[src/rtl/mux_scan_capture.sv]
// rtl/mux_scan_capture.sv - select-walking scan sequencer around a 16:1 mux stage
//
// Purpose:
//   Drives the select of a downstream combinational WIDTH:1 mux. It walks the
//   select from 0 to WIDTH-1 and samples the mux output once per select value.
//   The samples are assembled into a WIDTH-bit word. The mux plus this block
//   form a parallel-to-serial-to-parallel scan path. Each completed scan
//   updates data_out and raises valid for exactly one cycle.
//
// Parameters:
//   WIDTH   number of mux inputs scanned (must equal 2**SELW)
//   SELW    select width driven to the mux
//   SETTLE  extra wait cycles per select value before sampling (0..255)
//
// Ports:
//   clk       in   1      single clock, posedge
//   rst       in   1      asynchronous active-high reset
//   start     in   1      begin a scan; only honoured in IDLE
//   abort     in   1      synchronous abort back to IDLE
//   mux_f     in   1      output of the downstream mux
//   mux_s     out  SELW   registered select driven to the mux
//   busy      out  1      high while in SCAN or DONE
//   valid     out  1      one-cycle pulse; data_out holds the new word
//   data_out  out  WIDTH  last completed scan word; bit i = mux_f at select i

module mux_scan_capture #(
  parameter int WIDTH  = 16,
  parameter int SELW   = 4,
  parameter int SETTLE = 0
) (
  input  logic             clk,
  input  logic             rst,
  input  logic             start,
  input  logic             abort,
  input  logic             mux_f,
  output logic [SELW-1:0]  mux_s,
  output logic             busy,
  output logic             valid,
  output logic [WIDTH-1:0] data_out
);

  typedef enum logic [1:0] {
    IDLE = 2'd0,
    SCAN = 2'd1,
    DONE = 2'd2
  } state_t;

  localparam logic [7:0]      SETTLE_CNT = SETTLE[7:0];
  localparam logic [SELW-1:0] LAST_SEL   = SELW'(WIDTH - 1);

  state_t           state, state_d;
  logic [7:0]       cnt, cnt_d;
  logic [SELW-1:0]  mux_s_d;
  logic [WIDTH-1:0] shadow, shadow_d;
  logic [WIDTH-1:0] data_d;
  logic             valid_d;

  always_ff @(posedge clk or posedge rst) begin
    if (rst) begin
      state    <= IDLE;
      cnt      <= '0;
      mux_s    <= '0;
      shadow   <= '0;
      data_out <= '0;
      valid    <= 1'b0;
    end else begin
      state    <= state_d;
      cnt      <= cnt_d;
      mux_s    <= mux_s_d;
      shadow   <= shadow_d;
      data_out <= data_d;
      valid    <= valid_d;
    end
  end

  always_comb begin
    state_d  = state;
    cnt_d    = cnt;
    mux_s_d  = mux_s;
    shadow_d = shadow;
    data_d   = data_out;
    valid_d  = 1'b0;

    case (state)
      IDLE: begin
        // abort held in IDLE also masks start
        if (start && !abort) begin
          state_d = SCAN;
          mux_s_d = '0;
          cnt_d   = SETTLE_CNT;
        end
      end

      SCAN: begin
        if (abort) begin
          // abort wins over a capture in the same cycle; data_out untouched
          state_d = IDLE;
          mux_s_d = '0;
          cnt_d   = '0;
        end else if (cnt != '0) begin
          cnt_d = cnt - 8'd1;
        end else begin
          // mux_s has been stable for the whole cycle, so mux_f is settled
          shadow_d[mux_s] = mux_f;
          if (mux_s != LAST_SEL) begin
            mux_s_d = mux_s + 1'b1;
            cnt_d   = SETTLE_CNT;
          end else begin
            // the last bit is not yet in shadow, so merge it directly
            data_d            = shadow;
            data_d[WIDTH-1]   = mux_f;
            valid_d           = 1'b1;
            state_d           = DONE;
            mux_s_d           = '0;
          end
        end
      end

      DONE: begin
        // single-cycle state; start here is ignored, abort ends the same way
        state_d = IDLE;
        mux_s_d = '0;
        cnt_d   = '0;
      end

      default: begin
        state_d = IDLE;
        mux_s_d = '0;
        cnt_d   = '0;
      end
    endcase
  end

  assign busy = (state != IDLE);

endmodule

[config.mk]
export PLATFORM = sky130hd
export DESIGN_NAME = mux_scan_capture
export DESIGN_NICKNAME = d
export VERILOG_FILES = /design/src/rtl/mux_scan_capture.sv
export SDC_FILE = /design/constraint.sdc
export NUM_CORES = 1
export LEC_CHECK = 0
export CELL_PAD_IN_SITES_DETAIL_PLACEMENT = 1
export CELL_PAD_IN_SITES_GLOBAL_PLACEMENT = 1
export CORE_UTILIZATION = 47
export DETAILED_ROUTE_END_ITERATION = 8
export HOLD_SLACK_MARGIN = 0.02
export PLACE_DENSITY_LB_ADDON = 0.1
export RECOVER_POWER = 25
export SETUP_SLACK_MARGIN = 0.5
export SYNTH_ARGS = -nofsm -noshare
export SYNTH_HDL_FRONTEND = slang
export SYNTH_SLANG_ARGS = --single-unit
[constraint.sdc]
create_clock -name clk -period 6.3 [get_ports clk]
set_input_delay 1.26 -clock clk [delete_from_list [all_inputs] [get_ports clk]]
set_output_delay 1.26 -clock clk [all_outputs]
set_load 0.01 [all_outputs]
# Word level (Yosys, flattened, before mapping)
# Index checks and enable logic that the tools add are counted.
# totals
reg_bits	47
latch_bits	0
ramBits	0
romBits	0
inputBits	5
out_inout_bits	22
wordCells	52
n_memories	0
# op_classes
n_addsub	2
mul	0
div_mod_pow	0
order_cmp	2
eq_ne	6
shift	0
n_mux	22
bitwise	3
n_reduce_logical	11
# ops
cell	n
8-bit 2-to-1 mux	4
16-bit bitwise mux	1
4-bit 2-to-1 mux	4
8-bit case mux with 2 select lines	1
2-bit 2-to-1 mux	4
4-bit != test, second input constant	2
4-bit case mux with 2 select lines	1
8-bit nonzero test	1
8-bit by 1-bit subtractor with 8-bit output, second input constant	1
3-bit != test, second input constant	2
3-bit AND reduction	2
4-bit by 5-bit < comparator with 1-bit output, second input constant	1
1-bit 2-to-1 mux	5
4-bit by 1-bit adder with 4-bit output, second input constant	1
1-bit demux with 4-bit select	1
4-bit by 1-bit >= comparator with 1-bit output, second input constant	1
2-bit case mux with 2 select lines	1
2-bit AND reduction	2
4-bit AND reduction	1
1-bit inverter	3
2-bit by 1-bit equality test with 1-bit output, second input constant	1
1-bit logical AND	2
2-bit logical NOT	1
2-bit != test, second input constant	1
2 further kinds	2

# Longest topological paths before layout
# Gate-level depths: netlist of the first run.
# logic_depth
word_depth	5
depth_mapped	9
depth_no_buf	7

# Least setup slack after synthesis of the first run
# No wires, ideal clock.
# synth_timing
kind	in2reg
startpoint	input port abort
endpoint	register shadow[10]
setup_time_ns	0.125
arrival_time_ns	2.642
required_time_ns	6.175
setup_slack_ns	3.533
cell_stages	5
n_path_buf	1
path_cell_list	or3b_2 nor3_4 buf_6 nand3_1 mux2_4
# synth_between
elab_chain_cells	2
# synth_lines
element	line_no	rtl
start, declared	34	input logic abort,
1-bit inverter (no line)	n/a	
3-bit AND reduction (no line)	n/a	
end signal, assigned	70	shadow <= shadow_d;
end, declared	54	logic [WIDTH-1:0] shadow, shadow_d;
# No other way between the ends.
# A chain may end at the register's enable or synchronous reset.

# Final worst setup path of the first run
# layout_timing
startpoint	input port abort
endpoint	register data_out[4]
# layout_between
elab_chain_cells	2
# layout_lines
element	line_no	rtl
1-bit inverter (no line)	n/a	
4-bit AND reduction (no line)	n/a	
end signal, assigned	71	data_out <= data_d;
end, declared	39	output logic [WIDTH-1:0] data_out
# No other way between the ends.

==> summary.md, run 1 <==
| Metric | Value |
|---|---|
| Slowest cell on the critical path | `inv_1` |
| Result of the run | `finished, violations left` |
| Wire length of the first global-routing pass | `7790 microns` |
| Number of enable flip-flop cells after synthesis | `0` |
| Mean instance size in the synthesized netlist | `11.77 sq um` |
| Clock Pin Slew Worst Setup and Hold Paths | `90 ps` |
| Initial DRC Count | `82` |
| Maximum fanout count along the critical path | `22` |
| Number of flip-flops and latches in the synthesized netlist | `46` |
| Setup TNS | `0 ps` |
| Highest-count cells in the layout ignoring fill and taps | `dfrtp_1, mux2_2, clkdlybuf4s50_1, nand3_1, a21oi_1` |
| Number of distinct library cell variants in the gate-level netlist after synthesis | `34` |
| Standard cell core area | `4414 sq um` |
| Initial Utilization | `49.60%` |
| Static leakage | `1.224 nW` |
| TritonCTS clock tree | `yes` |
| Post-CTS sizing | `0` |
| Number of global-route vias before repair | `1,626` |
| Residual overflow from global routing | `0` |
| Number of hold violations in the final report | `0` |
| VDD IR-drop max | `186.0 uV` |
| DRT antenna net count | `0` |
| Pre-antenna DRT Iters | `4` |
| Remaining design rule violation count | `0` |
| Count of pins over their slew limit | `47` |
| Clk_lat worst skew | `300 ps` |
| Num CTS Buffers | `5` |
| Total number of yosys warnings | `0` |
| Clk buf depth | `2` |
| Post-Synthesis Cell Area | `2190 sq um` |
| Timing-limited maximum frequency | `260.1 MHz` |
| Tightest slew margin relative to the limit | `-58.68%` |
| Share of the clock period used by the worst path | `61.03%` |
| Placer congestion estimate | `0.8468` |
| Clock tree skew after final layout | `8.820 ps` |
| Ratio of total power to cell area | `316.0 nW/um^2` |
| Initial antenna violation count | `0` |
| Largest net degree at the start of global routing | `47` |
| Floorplan row count | `24` |
| Via count | `1,528` |
| Number of maximum-capacitance constraint violations | `1` |
| Area delta synth->final | `19.20%` |
| Worst-margin pin slew | `2380 ps` |
| Worst setup timing slack at the placement stage | `2141 ps` |
| Hold-fix buffers at CTS | `0` |
| Layout Nets | `221` |
| Peak per-stage delay on the critical path | `780 ps` |
| Post-synth net total | `197` |
| Number of inserted diodes | `0` |
| Violated checks | `max-capacitance violations, max-slew violations` |
| Clock Sink Count | `46` |
| CP Cell Sequence | `clkdlybuf4s50_1 > nor3b_1 > nand4_1 > inv_1 > mux2_2` |
| H-tree depth reported by CTS | `2` |
| IO buf count | `26` |
| Number of standard cells after synthesis | `186` |
| Startpoint-to-endpoint class of the critical path | `primary input to flip-flop` |
| Sequential cell area fraction in the yosys report | `52.57%` |
| Count of boundary I/O pins | `27` |
| Type of element launching the critical path | `primary input` |
| Clk Tree Root Cell | `clkbuf_8` |
| Min cycle time layout | `3845 ps` |
| Area enclosed by the die boundary | `4936 sq um` |
| Die height | `70.26 microns` |
| Total length of routed wires | `4565 microns` |
| Post-detailed-route wirelength per cell | `17.36 microns` |
| WP data required | `6480 ps` |
| Post-CTS Setup Bufs | `0` |
| Number of setup violations in the final report | `0` |
| Synth async-reset ratio | `100.0%` |
| Die Width | `70.26 microns` |
| Worst Slack Setup Final | `2455 ps` |
| Tightest Hold Check Type | `flip-flop to flip-flop` |
| Most frequent standard cell in the layout excluding fill and tap cells | `dfrtp_1` |
| Post-detail-place hpwl | `3126 microns` |
| Vias per cell | `5.810` |
| Ratio of cells with drive above 1 in the final layout | `20.85%` |
| Most used flip-flop cell after synthesis | `dfrtp_1` |
| Arrival @ worst endpoint | `4030 ps` |
| All-layer global routing usage | `20.17%` |
| Crit. End Element | `flip-flop` |
| RSZ-0062 raised after global routing | `false` |
## where the power goes
part           internal (mW)  switching [mW]  total [mW]
Combinational         0.0823           0.118       0.200
Sequential             0.323          0.0353       0.358
Clock                  0.169          0.0973       0.266
## state kept, by name (all words and copies together), names as in the netlist
name / flops
cnt: 8
shadow: 15
mux_s: 4
data_out: 16
state: 2
valid: 1
## kinds of logic after synthesis
kind of cell / after synthesis / share of synthesized area (%)
adder cells (fa/ha/maj): 6 / 3.428
buffers and inverters: 19 / 3.886
AO/OA/AOI/OAI: 26 / 7.143
multiplexers: 32 / 17.43
flip-flops: 46 / 52.57
AND/OR/NAND/NOR: 57 / 15.54
## synthesized netlist by cell type (2+ instances only)
| master | count | share of area, % |
|---|---|---|
| nand3_1 | 15 | 3.4 |
| mux2_4 | 6 | 4.1 |
| inv_1 | 9 | 1.5 |
| ha_1 | 6 | 3.4 |
| o31ai_1 | 3 | 1.0 |
| or3b_2 | 2 | 0.80 |
| or4_1 | 5 | 1.7 |
| o21ai_0 | 7 | 1.6 |
| nor3b_1 | 2 | 0.69 |
| dfrtp_1 | 46 | 53 |
| or3_1 | 3 | 0.86 |
| o41ai_1 | 3 | 1.2 |
| nor4_1 | 2 | 0.57 |
| mux2_2 | 25 | 13 |
| nor2b_1 | 2 | 0.57 |
| nand4_1 | 4 | 1.1 |
| clkbuf_1 | 6 | 1.0 |
| nand2_1 | 8 | 1.4 |
| a21oi_1 | 11 | 2.5 |
| nor2_1 | 6 | 1.0 |
| buf_2 | 2 | 0.46 |
## path summary, 6_finish.rpt
| path | from | to | slack [ps] | cells after the start |
|---|---|---|---|---|
| max reg2reg | cnt[2] | data_out[4] | 3160 | 4 |
| max in group asynchronous | rst | shadow[0] | 2660 | 3 |
| max | abort | data_out[4] | 2460 | 5 |
| min | state[1] | state[0] | 490 | 1 |
| min in group asynchronous | rst | valid | 2290 | 3 |
| min reg2reg | state[1] | state[0] | 490 | 1 |
## routing by layer
layer | up-vias | share of wire, % | routed length (microns) | GRT usage, %
met3 | 5 | 3.5 | 158 | 4.762
met1 | 768 | 45 | 2039 | 26.00
met4 | 0 | 0.70 | 32 | 4.000
li1 | 725 | - | - | -
met5 | - | 0 | 0 | 0
met2 | 30 | 51 | 2334 | 34.60
## worst max-delay path: cells and delay by family
| kind | cells | cell delay [ps] |
|---|---|---|
| buffers and inverters | 2 | 1240 |
| muxes | 1 | 410 |
| and+or+nand+nor | 2 | 1110 |
## metrics by stage
step                power, mW  std cells  hold WS (ps)  utilization [%]  instance area, sq um
floorplan              0.5095        186         447.9                -                  2190
global placement       0.5491        255         474.9            55.98                  2471
detailed placement     0.5624        255         480.6            55.98                  2471
CTS                    0.8340        263         486.0            59.21                  2614
global route           0.8695        263         511.2            59.13                  2610
finish                 0.8247        263         487.5            59.13                  2610
## layout make-up
class                      count  area, sq um
sequential                    46         1151
clock inverter                 2        60.06
fill                         452         1804
clock buffer                   6        82.58
tap                           52        65.06
multi-input combinational    121        953.4
timing repair buffer          27        264.0
inverter                       9        33.78
Power figures use the tool's default switching activity.
==> inputs of run 2 (changes only) <==
--- a/config.mk
+++ b/config.mk
@@ -7,7 +7,7 @@
 export LEC_CHECK = 0
 export CELL_PAD_IN_SITES_DETAIL_PLACEMENT = 1
 export CELL_PAD_IN_SITES_GLOBAL_PLACEMENT = 1
-export CORE_UTILIZATION = 47
+export CORE_UTILIZATION = 40
 export DETAILED_ROUTE_END_ITERATION = 8
 export HOLD_SLACK_MARGIN = 0.02
 export PLACE_DENSITY_LB_ADDON = 0.1
==> constraint.sdc (replaced) <==
create_clock -name clk -period 3.2 [get_ports clk]
set_input_delay 0.64 -clock clk [delete_from_list [all_inputs] [get_ports clk]]
set_output_delay 0.64 -clock clk [all_outputs]
set_load 0.01 [all_outputs]
==> run 2 against run 1 <==
Register-to-register slack worse by 2500 ps; non-clock buffer count is 5 higher; sequential share of layout area is 0.48 points lower; routed wire length is 0.81% higher; combinational power is 110% higher; clock skew is 2.7 ps lower; die area is 17% higher; final cell count is 8.7% higher; worst hold slack better by 18 ps; total power is 87% higher; highest routed layer unchanged; the run now ends clean; worst setup slack worse by 1800 ps; global-route usage is 2.8 points lower.
==> summary.md, run 2 (same netlist as run 1, synthesis figures left out) <==
| Metric | Value |
|---|---|
| Post-detail-place hpwl | `3333 microns (+6.6%)` |
| CP Cell Sequence | `inv_1 > ha_1 > nor3b_1 > nand4_1 > inv_1 > buf_4 > o41ai_1 > a21oi_1` |
| Die Width | `75.99 microns (+8.2%)` |
| Clock Pin Slew Worst Setup and Hold Paths | `90 ps (about the same)` |
| DRT antenna net count | `0 (unchanged)` |
| Post-route design area | `2639 sq um (+1.1%)` |
| Ratio of cells with drive above 1 in the final layout | `22.69% (+1.8 points)` |
| Largest reg by FF count | `data_out` |
| Cell count of the worst reg-to-reg path | `8 (+4)` |
| RSZ-0062 raised after global routing | `false` |
| Count of pins over their slew limit | `0 (-100%)` |
| Hold Path Cell Cnt | `1 (unchanged)` |
| Static leakage | `1.232 nW (+0.64%)` |
| Num CTS Buffers | `5 (unchanged)` |
| Residual overflow from global routing | `0 (unchanged)` |
| Initial Utilization | `42.07% (-7.5 points)` |
| Result of the run | `finished clean` |
| Arrival @ worst endpoint | `2710 ps (-1320 ps)` |
| Crit. End Element | `flip-flop` |
| Clk_lat worst skew | `290 ps (about the same)` |
| Peak per-stage delay on the critical path | `540 ps (-240 ps)` |
| Share of the clock period used by the worst path | `78.08%` |
| Largest net degree at the start of global routing | `47 (unchanged)` |
| Largest registers ranked by flip-flop count | `data_out x16, shadow x15, cnt x8` |
| Tightest slew margin relative to the limit | `24.44% (+83 points)` |
| Min cycle time layout | `2499 ps` |
| Number of flip-flops in the largest register | `16 (unchanged)` |
| Type of element launching the critical path | `flip-flop` |
| Most common cell type on the critical path | `inv_1` |
| Clk Tree Root Cell | `clkbuf_8` |
| Vias per cell | `5.500 (-5.3%)` |
| H-tree depth reported by CTS | `2 (unchanged)` |
| VDD IR-drop max | `315.4 uV (+70%)` |
| Number of hold violations in the final report | `0 (unchanged)` |
| IO buf count | `26 (unchanged)` |
| Placer congestion estimate | `0.7863 (-7.1%)` |
| Count of boundary I/O pins | `27 (unchanged)` |
| Initial DRC Count | `75 (-8.5%)` |
| Number of setup violations in the final report | `0 (unchanged)` |
| Area enclosed by the die boundary | `5774 sq um (+17%)` |
| Clock Sink Count | `46 (unchanged)` |
| Number of maximum-capacitance constraint violations | `0 (-1)` |
| TritonCTS clock tree | `yes` |
| Timing-limited maximum frequency | `400.2 MHz` |
| Post-CTS Setup Bufs | `0 (unchanged)` |
| Via count | `1,573 (+2.9%)` |
| Standard cell core area | `5205 sq um (+18%)` |
| Post-route total power | `1.541 mW (+87%)` |
| Number of inserted diodes | `0 (unchanged)` |
| Startpoint-to-endpoint class of the critical path | `flip-flop to flip-flop` |
| Layout Nets | `226 (+2.3%)` |
| Remaining design rule violation count | `0 (unchanged)` |
| Area delta synth->final | `20.51%` |
| Total length of routed wires | `4602 microns (+0.81%)` |
| Maximum fanout count along the critical path | `18 (-18%)` |
| Highest-count cells in the layout ignoring fill and taps | `dfrtp_1, mux2_2, clkdlybuf4s50_1, nand3_1, a21oi_1` |
| Hold-fix buffers at CTS | `0 (unchanged)` |
| All-layer global routing usage | `17.35% (-2.8 points)` |
| Floorplan row count | `26 (+8.3%)` |
| Clock tree skew after final layout | `6.132 ps (-2.688 ps)` |
| Die height | `75.99 microns (+8.2%)` |
| Post-detailed-route wirelength per cell | `16.09 microns (-7.3%)` |
| Number of global-route vias before repair | `1,654 (+1.7%)` |
| Clk buf depth | `2 (unchanged)` |
| Tightest Hold Check Type | `flip-flop to flip-flop` |
| Pre-antenna DRT Iters | `4 (unchanged)` |
| Worst-margin pin slew | `1133 ps (-1247 ps)` |
| Slowest cell on the critical path | `nor3b_1` |
| Most frequent standard cell in the layout excluding fill and tap cells | `dfrtp_1` |
| Post-CTS sizing | `0 (unchanged)` |
| Setup TNS | `0 ps (unchanged)` |
| Initial antenna violation count | `0 (unchanged)` |
| Fill cell count | `574 (+27%)` |
| Placed instance area | `2531 sq um (+2.4%)` |
| WP data required | `3410 ps (-3070 ps)` |
| Ratio of total power to cell area | `584.0 nW/um^2 (+85%)` |
| Wire length of the first global-routing pass | `8017 microns (+2.9%)` |
-- run 2: cell count changes in the layout (fill, tap and decap cells not counted), sizes merged --
cell,before,now
buf,0,5
clkinvlp,0,1
clkdlybuf4s50,24,25
dlygate4sd3,2,1
bufinv,2,1
-- run 2: area by class of cell --
cell class                      count  area [sq um]  area share [%]
Multi-Input combinational cell    121         953.4           36.13
Inverter                            9         33.78           1.280
Timing Repair Buffer               32         302.8           11.47
Clock inverter                      2         37.54           1.422
Sequential cell                    46          1151           43.62
Tap cell                           70         87.58           3.319
Clock buffer                        6         72.57           2.750
-- run 2: worst max-delay path: cells and delay by family (launching register included) --
family	cells	cell delay, ps
buffers and inverters	3	830
and+or+nand+nor	2	750
DFF	1	440
AOI/OAI and AO/OA	2	240
adders and majority gates	1	160
-- run 2: stage by stage --
stage                     util [%]  setup slack [ps]  hold WS [ps]  instances
after floorplan                  -              1053         447.9        186
after global placement       48.63             605.1         473.5        278
after detailed placement     48.63             463.9         492.3        278
after CTS                    50.75             702.7         511.3        286
after global routing         50.70             546.8         520.1        286
final                        50.70             701.5         505.9        286
-- run 2: worst paths after layout --
path,start,to,slack [ps]
max in group asynchronous,rst,shadow[4],1370
max reg2reg,cnt[0],cnt[6],700
max,cnt[0],cnt[6],700
min reg2reg,shadow[4],data_out[4],510
min in group asynchronous,rst,data_out[8],1150
min,shadow[4],data_out[4],510
-- run 2: power by group --
group          switching [mW]  internal [mW]  total (mW)
registers              0.0673          0.636       0.703
logic                   0.237          0.180       0.417
clock network           0.188          0.233       0.421
total                   0.493           1.05        1.54
-- run 2: metal layers --
metal  global-route usage, %  vias up  wire length, microns
met3                   3.952        5                   160
met5                       0        -                     0
met4                   4.615        0                    30
met1                   21.74      805                  2030
li1                        -      733                     -
met2                   30.18       30                  2381
==> inputs of run 3 (changes only) <==
--- a/config.mk
+++ b/config.mk
@@ -7,7 +7,7 @@
 export LEC_CHECK = 0
 export CELL_PAD_IN_SITES_DETAIL_PLACEMENT = 1
 export CELL_PAD_IN_SITES_GLOBAL_PLACEMENT = 1
-export CORE_UTILIZATION = 40
+export CORE_UTILIZATION = 44
 export DETAILED_ROUTE_END_ITERATION = 8
 export HOLD_SLACK_MARGIN = 0.02
 export PLACE_DENSITY_LB_ADDON = 0.1
==> constraint.sdc (replaced) <==
create_clock -name clk -period 2.5 [get_ports clk]
set_input_delay 0.5 -clock clk [delete_from_list [all_inputs] [get_ports clk]]
set_output_delay 0.5 -clock clk [all_outputs]
set_load 0.01 [all_outputs]
==> run 3 against run 2 <==
Clock power up 13%; sequential share of layout area decreased by 4.1 points; largest power group unchanged; flip-flop and latch count did not move; critical path type unchanged; die area decreased by 8.8%.
==> summary.md, run 3 (same netlist as run 1, synthesis figures left out) <==
| Metric | Value |
|---|---|
| Count of buffer and inverter cells on the critical path | `3 (unchanged)` |
| Tightest Hold Check Type | `primary input to flip-flop` |
| Clk Tree Root Cell | `clkbuf_8` |
| Arrival @ worst endpoint | `2290 ps (-420 ps)` |
| Standard cell core area | `4755 sq um (-8.7%)` |
| Initial DRC Count | `88 (+17%)` |
| Num CTS Buffers | `5 (unchanged)` |
| Number of inserted diodes | `0 (unchanged)` |
| Startpoint-to-endpoint class of the critical path | `flip-flop to flip-flop` |
| Largest net degree at the start of global routing | `32 (-32%)` |
| Die Width | `72.55 microns (-4.5%)` |
| Min cycle time layout | `2096 ps (-402.7 ps)` |
| Pre-antenna DRT Iters | `4 (unchanged)` |
| Largest reg by FF count | `data_out` |
| Vias per cell | `5.593 (+1.7%)` |
| Ratio of total power to cell area | `767.0 nW/um^2 (+31%)` |
| Largest registers ranked by flip-flop count | `data_out x16, shadow x15, cnt x8` |
| Switching power summed over all nets | `0.7833 mW (+59%)` |
| Crit. End Element | `flip-flop` |
| Die height | `72.55 microns (-4.5%)` |
| Highest-count cells in the layout ignoring fill and taps | `dfrtp_1, mux2_2, clkdlybuf4s50_1, buf_4, nand3_1` |
| Sequential share of power | `40.5% (-5.1 points)` |
| All-layer global routing usage | `22.21% (+4.9 points)` |
| Worst-margin pin slew | `1125 ps (-7.958 ps)` |
| RSZ-0062 raised after global routing | `true` |
| Clock network power share | `21.1% (-6.2 points)` |
| Maximum fanout count along the critical path | `4 (-14)` |
| Peak per-stage delay on the critical path | `420 ps (-120 ps)` |
| Ratio of cells with drive above 1 in the final layout | `38.30% (+16 points)` |
| Count of boundary I/O pins | `27 (unchanged)` |
| Power share of the combinational group | `38.4% (+11 points)` |
| Clk buf depth | `2 (unchanged)` |
| Post-Route Hold Slack | `445.8 ps (-60.13 ps)` |
| Area enclosed by the die boundary | `5263 sq um (-8.8%)` |
| Post-detail-place hpwl | `3675 microns (+10%)` |
| CP top delay family | `simple AND/OR/NAND/NOR gates` |
| Number of setup violations in the final report | `0 (unchanged)` |
| Share of the clock period used by the worst path | `83.83% (+5.8 points)` |
| H-tree depth reported by CTS | `2 (unchanged)` |
| Static leakage | `1.363 nW (+11%)` |
| Slowest cell on the critical path | `dfrtp_1` |
| Area delta synth->final | `33.54%` |
| Floorplan row count | `25 (-3.8%)` |
| Remaining design rule violation count | `0 (unchanged)` |
| Number of global-route vias before repair | `1,809 (+9.4%)` |
| Type of element launching the critical path | `flip-flop` |
| Result of the run | `finished clean` |
| Number of hold violations in the final report | `0 (unchanged)` |
| Post-detailed-route wirelength per cell | `19.21 microns (+19%)` |
| Initial Utilization | `46.05% (+4.0 points)` |
| Layout Nets | `245 (+8.4%)` |
| VDD IR-drop max | `320.7 uV (+1.7%)` |
| Wire length of the first global-routing pass | `8769 microns (+9.4%)` |
| Number of placed instances with taps included | `279 (+0.36%)` |
| Timing-limited maximum frequency | `477.1 MHz (+19%)` |
| Number of flip-flops in the largest register | `16 (unchanged)` |
| Total length of routed wires | `5800 microns (+26%)` |
| Clk_lat worst skew | `300 ps (about the same)` |
| Fill cell count | `497 (-13%)` |
| Tightest slew margin relative to the limit | `24.50% (+0.067 points)` |
| Via count | `1,689 (+7.4%)` |
| Switch share | `34.93% (+3.0 points)` |
| Placer congestion estimate | `0.7886 (+0.29%)` |
| Hold-fix buffers at CTS | `0 (unchanged)` |
| Count of pins over their slew limit | `0 (unchanged)` |
| Total area of multi-input combinational cells | `1055 sq um (+11%)` |
| Clock tree skew after final layout | `9.911 ps (+3.779 ps)` |
| Final std cells w/o fill | `302 (+5.6%)` |
| Clock Sink Count | `46 (unchanged)` |
| WP data required | `2690 ps (-720 ps)` |
| Setup TNS | `0 ps (unchanged)` |
| Residual overflow from global routing | `0 (unchanged)` |
| Final standard cell utilization of the core | `61.50% (+11 points)` |
| Clock Pin Slew Worst Setup and Hold Paths | `90 ps (about the same)` |
| FF+latch area | `1155 sq um (+0.33%)` |
| Cell internal power dissipation | `1.460 mW (+39%)` |
| Initial antenna violation count | `0 (unchanged)` |
| DRT antenna net count | `0 (unchanged)` |
| Number of maximum-capacitance constraint violations | `0 (unchanged)` |
| TritonCTS clock tree | `yes` |
| Most frequent standard cell in the layout excluding fill and tap cells | `dfrtp_1` |
| CP Cell Sequence | `inv_2 > ha_4 > or3b_4 > nor3_4 > buf_6 > clkbuf_16 > nand4_1 > mux2_2` |
| IO buf count | `26 (unchanged)` |
==> run 3: cell count changes in the layout (fill, tap and decap cells not counted), moves of 3 or more <==
cell / before / now
a21oi_1: 11 / 5
a21oi_2: 0 / 6
buf_4: 5 / 20
dfrtp_1: 46 / 43
dfrtp_2: 0 / 3
or4_1: 5 / 2
or4_4: 0 / 3
==> run 3: per-layer routing <==
metal	GRT usage [%]	wire length, microns	part of all wire [%]	up-vias
met1	26.77	2532	44	869
met2	39.67	2952	51	38
met5	0	0	0	-
met4	8.061	153	2.6	0
li1	-	-	-	766
met3	3.889	161	2.8	16
==> run 3: final cells by class <==
cell class	count	area share (%)
clock buffers	7	2.953
clock inverters	1	0.1712
inverters	9	1.155
multi-input cells	121	36.07
flip-flops and latches	46	39.50
well taps	67	2.867
repair buffers	51	17.29
==> run 3: path summary, 6_finish.rpt <==
check	cells after the start	startpoint	slack (ps)	endpoint
max	8	cnt[0]	400	shadow[13]
max reg2reg	8	cnt[0]	400	shadow[13]
min reg2reg	1	shadow[7]	510	data_out[7]
min in group asynchronous	2	rst	800	valid
max in group asynchronous	3	rst	1050	data_out[2]
min	2	abort	450	state[0]
==> run 3: stage by stage <==
step,power [mW],cell area [sq um],worst slack [ps]
floorplan,1.320,2206,489.2
global placement,1.441,2580,218.8
detailed placement,1.484,2580,94.51
CTS,2.020,2726,452.3
global route,2.349,2924,355.9
finish,2.243,2924,404.1
==> run 3: power by group through the flow <==
stage / Sequential, mW / Combinational [mW] / Clock [mW]
final: 0.908 / 0.861 / 0.474
after global routing: 0.919 / 0.920 / 0.511
after CTS: 0.893 / 0.640 / 0.487
after detailed placement: 0.915 / 0.570 / 0
after floorplan: 0.889 / 0.431 / 0
after global placement: 0.907 / 0.534 / 0
==> run 3: what timing repair did <==
action,4_1_cts,5_1_grt
resized for setup,8,20
buffers inserted,4,9
pin swaps,1,2
endpoints found under the setup margin,15,42
cloned,0,2
